===== config.mk =====
export PLATFORM = sky130hd
export DESIGN_NAME = mult_share_arbiter
export DESIGN_NICKNAME = d
export VERILOG_FILES = /design/src/rtl/mult_share_arbiter.sv
export SDC_FILE = /design/constraint.sdc
export NUM_CORES = 1
export LEC_CHECK = 0
export ABC_CLOCK_PERIOD_IN_PS = 10200
export BUFFER_PORTS_ARGS = -buffer_cell sky130_fd_sc_hd__buf_2
export CELL_PAD_IN_SITES_DETAIL_PLACEMENT = 0
export CELL_PAD_IN_SITES_GLOBAL_PLACEMENT = 1
export CORE_MARGIN = 8
export CORE_UTILIZATION = 30
export CTS_CLUSTER_DIAMETER = 50
export DETAILED_ROUTE_END_ITERATION = 12
export PLACE_DENSITY = 0.67
export SLEW_MARGIN = 20
export SYNTH_ARGS = -nofsm -noshare
export SYNTH_HDL_FRONTEND = slang
export SYNTH_SLANG_ARGS = --single-unit

===== constraint.sdc =====
create_clock -name clk -period 10.2 [get_ports clk]
set_input_delay 3.06 -clock clk [delete_from_list [all_inputs] [get_ports clk]]
set_output_delay 3.06 -clock clk [all_outputs]
set_load 0.05 [all_outputs]

===== src/rtl/mult_share_arbiter.sv =====
// Round-robin front end that time-shares one signed WIDTH x WIDTH array multiplier
// between NUM_REQ requesters. Each operation is captured, multiplied and then
// held on a valid/ready response channel tagged with the owning requester index.
module mult_share_arbiter #(
  parameter int unsigned NUM_REQ = 4,
  parameter int unsigned WIDTH   = 8,
  parameter int unsigned ID_W    = 2
) (
  input  logic                       clk,
  input  logic                       rst_n,
  input  logic [NUM_REQ-1:0]         req_valid,
  output logic [NUM_REQ-1:0]         req_ready,
  input  logic [NUM_REQ*WIDTH-1:0]   req_a,
  input  logic [NUM_REQ*WIDTH-1:0]   req_b,
  output logic                       resp_valid,
  input  logic                       resp_ready,
  output logic [ID_W-1:0]            resp_id,
  output logic [2*WIDTH-1:0]         resp_product
);

  typedef enum logic [1:0] {
    StIdle = 2'd0,
    StMul  = 2'd1,
    StDone = 2'd2
  } state_e;

  state_e               state_q;
  logic [ID_W-1:0]      last_q;
  logic [WIDTH-1:0]     op_a_q;
  logic [WIDTH-1:0]     op_b_q;
  logic [ID_W-1:0]      op_id_q;

  logic                 grant_valid;
  logic [ID_W-1:0]      grant_idx;
  logic [ID_W-1:0]      scan_idx;
  logic                 accept;
  logic [WIDTH-1:0]     grant_a;
  logic [WIDTH-1:0]     grant_b;
  logic [2*WIDTH-1:0]   mul_result;
  logic [2*WIDTH-1:0]   a_ext;
  logic [2*WIDTH-1:0]   b_ext;
  logic [2*WIDTH-1:0]   pp;

  // Round-robin search starting just after the last granted requester, with wrap.
  always_comb begin
    grant_valid = 1'b0;
    grant_idx   = '0;
    scan_idx    = '0;
    for (int unsigned k = 1; k <= NUM_REQ; k++) begin
      scan_idx = ID_W'((int'(last_q) + int'(k)) % int'(NUM_REQ));
      if (!grant_valid && req_valid[scan_idx]) begin
        grant_valid = 1'b1;
        grant_idx   = scan_idx;
      end
    end
  end

  // A new operation can only be taken when the datapath is free: idle, or the held
  // result is being consumed this very cycle.
  always_comb begin
    accept    = grant_valid &&
                ((state_q == StIdle) || ((state_q == StDone) && resp_ready));
    req_ready = '0;
    if (accept) begin
      req_ready = {{(NUM_REQ-1){1'b0}}, 1'b1} << grant_idx;
    end
    grant_a = req_a[int'(grant_idx)*int'(WIDTH) +: WIDTH];
    grant_b = req_b[int'(grant_idx)*int'(WIDTH) +: WIDTH];
  end

  // Shift-and-add array multiplier on sign-extended operands; keeping the low
  // 2*WIDTH bits of the sum gives the exact two's-complement product.
  always_comb begin
    a_ext      = {{WIDTH{op_a_q[WIDTH-1]}}, op_a_q};
    b_ext      = {{WIDTH{op_b_q[WIDTH-1]}}, op_b_q};
    mul_result = '0;
    pp         = '0;
    for (int unsigned i = 0; i < 2*WIDTH; i++) begin
      pp         = b_ext[i] ? (a_ext << i) : '0;
      mul_result = mul_result + pp;
    end
  end

  // Operation sequencer: capture, multiply, hold result until consumed.
  always_ff @(posedge clk) begin
    if (!rst_n) begin
      state_q      <= StIdle;
      last_q       <= ID_W'(NUM_REQ - 1);
      op_a_q       <= '0;
      op_b_q       <= '0;
      op_id_q      <= '0;
      resp_valid   <= 1'b0;
      resp_id      <= '0;
      resp_product <= '0;
    end else begin
      unique case (state_q)
        StIdle: begin
          if (grant_valid) begin
            op_a_q  <= grant_a;
            op_b_q  <= grant_b;
            op_id_q <= grant_idx;
            last_q  <= grant_idx;
            state_q <= StMul;
          end
        end
        StMul: begin
          resp_product <= mul_result;
          resp_id      <= op_id_q;
          resp_valid   <= 1'b1;
          state_q      <= StDone;
        end
        StDone: begin
          if (resp_ready) begin
            resp_valid <= 1'b0;
            if (grant_valid) begin
              // Back-to-back: response and next request handshake on the same edge.
              op_a_q  <= grant_a;
              op_b_q  <= grant_b;
              op_id_q <= grant_idx;
              last_q  <= grant_idx;
              state_q <= StMul;
            end else begin
              state_q <= StIdle;
            end
          end
        end
        default: begin
          state_q    <= StIdle;
          resp_valid <= 1'b0;
        end
      endcase
    end
  end

endmodule


==> results.json <==
{
  "outcome": "finished, final reports clean",
  "pin_count": 94,
  "cp_top_family": "buffers and inverters",
  "report.final.slew_viol_count": 0,
  "synth-edff-count": 0,
  "cts_buffer_depth": 2,
  "clock_latency_ns": 0.29,
  "postRouteAntennaNets": 0,
  "h-tree-depth": 2,
  "async_flop_share_pct": 0,
  "period_share_pct": 73.35,
  "synthFlopType": "dfxtp_1",
  "final_nets": 830,
  "dp.final_hpwl_um": 9778,
  "drt-initial-drc-count": 138,
  "hold_buffers": 0,
  "die_h_um": 148.3,
  "cts_root_buf": "clkbuf_16",
  "dpl_cell_area_um2": 5859,
  "fin_worst_skew_ns": 0.006512,
  "worst_path_max_delay_cell": "a21oi_1",
  "rsz0062_at_grt": "false",
  "synth_seq_cells": 41,
  "tightest_slew_ns": 0.7031,
  "holdPathEnd": "resp_product[4]",
  "clkSinkCount": 41,
  "regToRegSetupSlack_ns": 4.55,
  "setup_tns_ns": 0,
  "tritoncts": "built",
  "ctsResizeCount": 0,
  "start_util_pct": 30.55,
  "drtPass1Iterations": 4,
  "hp-class": "register to register",
  "cp_cell_sequence": "buf_2 -> inv_1 -> a21oi_1 -> a21boi_1 -> buf_4 -> nand2_1 -> nor2b_1 -> buf_2",
  "critical_path.most_common_cell": "buf_2",
  "r2r_start": "op_b_q[0]",
  "yosys.area.top_type_share_pct": 28.61,
  "syn2layout_area_growth_pct": 14.50,
  "gp_congestion": 0.7986,
  "hp-start": "resp_product[4]",
  "power.leakage_nw": 3.009,
  "synth_area_leaders": "fa_1, dfxtp_1, ha_1",
  "holdWs_ns": 0.4605,
  "crit_start": "resp_ready",
  "core.rowCount": 48,
  "required_ns": 7.14,
  "setup_viol": 0,
  "yosys.area.top_type": "fa_1",
  "num_antenna_cells": 0,
  "track_usage_pct": 11.04,
  "stdcell_area_um2": 6008,
  "critPathLaunchType": "primary input",
  "relSlewSlack_pct": 53.13,
  "cp-end-kind": "output pin",
  "crit_fanout": 19,
  "synth_cell_types": 42,
  "hold_violations": 0,
  "ff2ff_path_depth": 17,
  "grt_max_degree": 44,
  "vdd_drop_max_v": 0.00007591,
  "avgViaCountPerCell": 4.439,
  "die_x_um": 148.3,
  "grt_overflow": 0,
  "io_buffers": 93,
  "crit_buf_inv": 4,
  "layout-drive-gt1-share_pct": 18.42,
  "ys_seq_area_share_pct": 15.64,
  "synth_warnings": 0,
  "path_clk_slew_ns": 0.06,
  "crit_type": "primary input to output pin",
  "min_path_cells": 2,
  "post_cts_buffers": 0,
  "syn-cell-area_um2": 5248,
  "grt_pass1_wl_um": 20110,
  "p_per_area_nw_per_um2": 143.1,
  "antenna_found_initial": 0,
  "drc": 0,
  "die_area_um2": 21980,
  "arrival_ns": 4.42,
  "drt-total-wl_um": 11150,
  "cts_buffers": 5,
  "syn_inst": 575,
  "core-area_um2": 17180,
  "postSynthAreaPerCell_um2": 9.126,
  "post-route-min-period_ns": 7.481,
  "vias": 3866,
  "max_cap_violations": 0,
  "first_global_vias": 4393,
  "max_stage_delay_ns": 0.27,
  "r2r-end": "resp_product[15]",
  "syn_nets": 759,
  "fmaxAchievable_mhz": 133.7,
  "post_drt_wl_per_cell_um": 12.80
}
## layer usage
metal | vias to the layer above | global-route usage [%] | share of wire (%)
met4 | 0 | 3.009 | 1.1
met2 | 56 | 20.32 | 51
met5 | - | 0 | 0
met1 | 1861 | 12.48 | 44
li1 | 1940 | - | -
met3 | 9 | 2.522 | 3.9
## cells in the final DEF (no fill, tap or decap), types with 8 or more instances in the layout
cell,netlist,routed
xnor2_1,15,15
ha_1,38,38
o211ai_1,18,18
nand2_1,106,106
o21ai_0,8,8
a21oi_1,8,8
inv_1,96,96
a21boi_0,11,11
dfxtp_1,41,41
mux2i_1,17,17
fa_1,75,75
and2_1,28,28
mux2_1,11,11
buf_2,4,93
a21boi_1,19,19
## power breakdown
part | switching (mW) | internal (mW)
logic | 0.279 | 0.207
registers | 0.0346 | 0.183
clock network | 0.0603 | 0.0958
## cell usage after synthesis, types with 2 or more instances
library cell / count
and2_1: 28
o21bai_1: 2
xnor3_1: 3
fa_1: 75
clkbuf_1: 23
inv_1: 96
a21boi_0: 11
a21boi_1: 19
a21oi_1: 8
mux2_1: 11
nand2b_1: 2
ha_1: 38
mux2i_1: 17
xnor2_1: 15
o211ai_1: 18
a21o_1: 3
mux2_2: 5
o21ai_0: 8
nand2_1: 106
o21a_1: 2
xor2_1: 5
dfxtp_1: 41
buf_2: 4
o211a_1: 2
nor2b_1: 3
nand3_1: 4
and2_2: 4
clkbuf_8: 5
nor2_1: 4
## registers in the layout, summed over array words and instances, names as in the netlist
name	count
resp_product	16
op_b_q	8
resp_valid	1
last_q	2
op_id_q	2
state_q	2
resp_id	2
op_a_q	8
## metrics by stage
stage	cells	total power [mW]	worst slack (ns)	utilization [%]
3_5_place_dp	864	0.7119	2.703	34.11
3_3_place_gp	864	0.7080	2.752	34.11
2_1_floorplan	575	0.5997	2.017	-
5_1_grt	871	0.9581	2.584	34.98
4_1_cts	871	0.8795	2.708	34.97
6_report	871	0.8598	2.719	34.98
## worst reg2reg max path: cells and delay by family, from the launching register on
family | cells | cell delay, ns
buffers and inverters | 4 | 0.33
DFF | 1 | 0.52
xor gates and xnor gates | 4 | 1.02
AOI/OAI and AO/OA | 1 | 0.14
adders and majority gates | 6 | 3.23
and+or+nand+nor | 2 | 0.34
## worst max path at each step
stage | endpoint | slack [ns] | cells past startpoint
finish | req_ready[3] | 2.72 | 8
global route | req_ready[1] | 2.58 | 8
CTS | req_ready[3] | 2.71 | 8
detailed placement | req_ready[3] | 2.70 | 8
global placement | req_ready[3] | 2.75 | 8
floorplan | req_ready[1] | 2.02 | 5
## kinds of logic after synthesis
family	after synthesis	synth area share, %
buffers and inverters	129	10.42
multiplexers	33	6.676
flip-flops	41	15.64
AND/OR/NAND/NOR	155	13.28
AO/OA/AOI/OAI	79	10.71
adder cells (fa/ha/maj)	113	37.67
XOR/XNOR	25	5.603
## cell type report
class / count / area [um^2]
inverter: 96 / 360.3
tap: 225 / 281.5
fill: 1822 / 11170
clock buffer: 6 / 138.9
sequential: 41 / 820.8
clock inverter: 1 / 7.507
timing repair buffer: 97 / 495.5
multi-input combinational: 405 / 3904
Power figures use the tool's default switching activity.
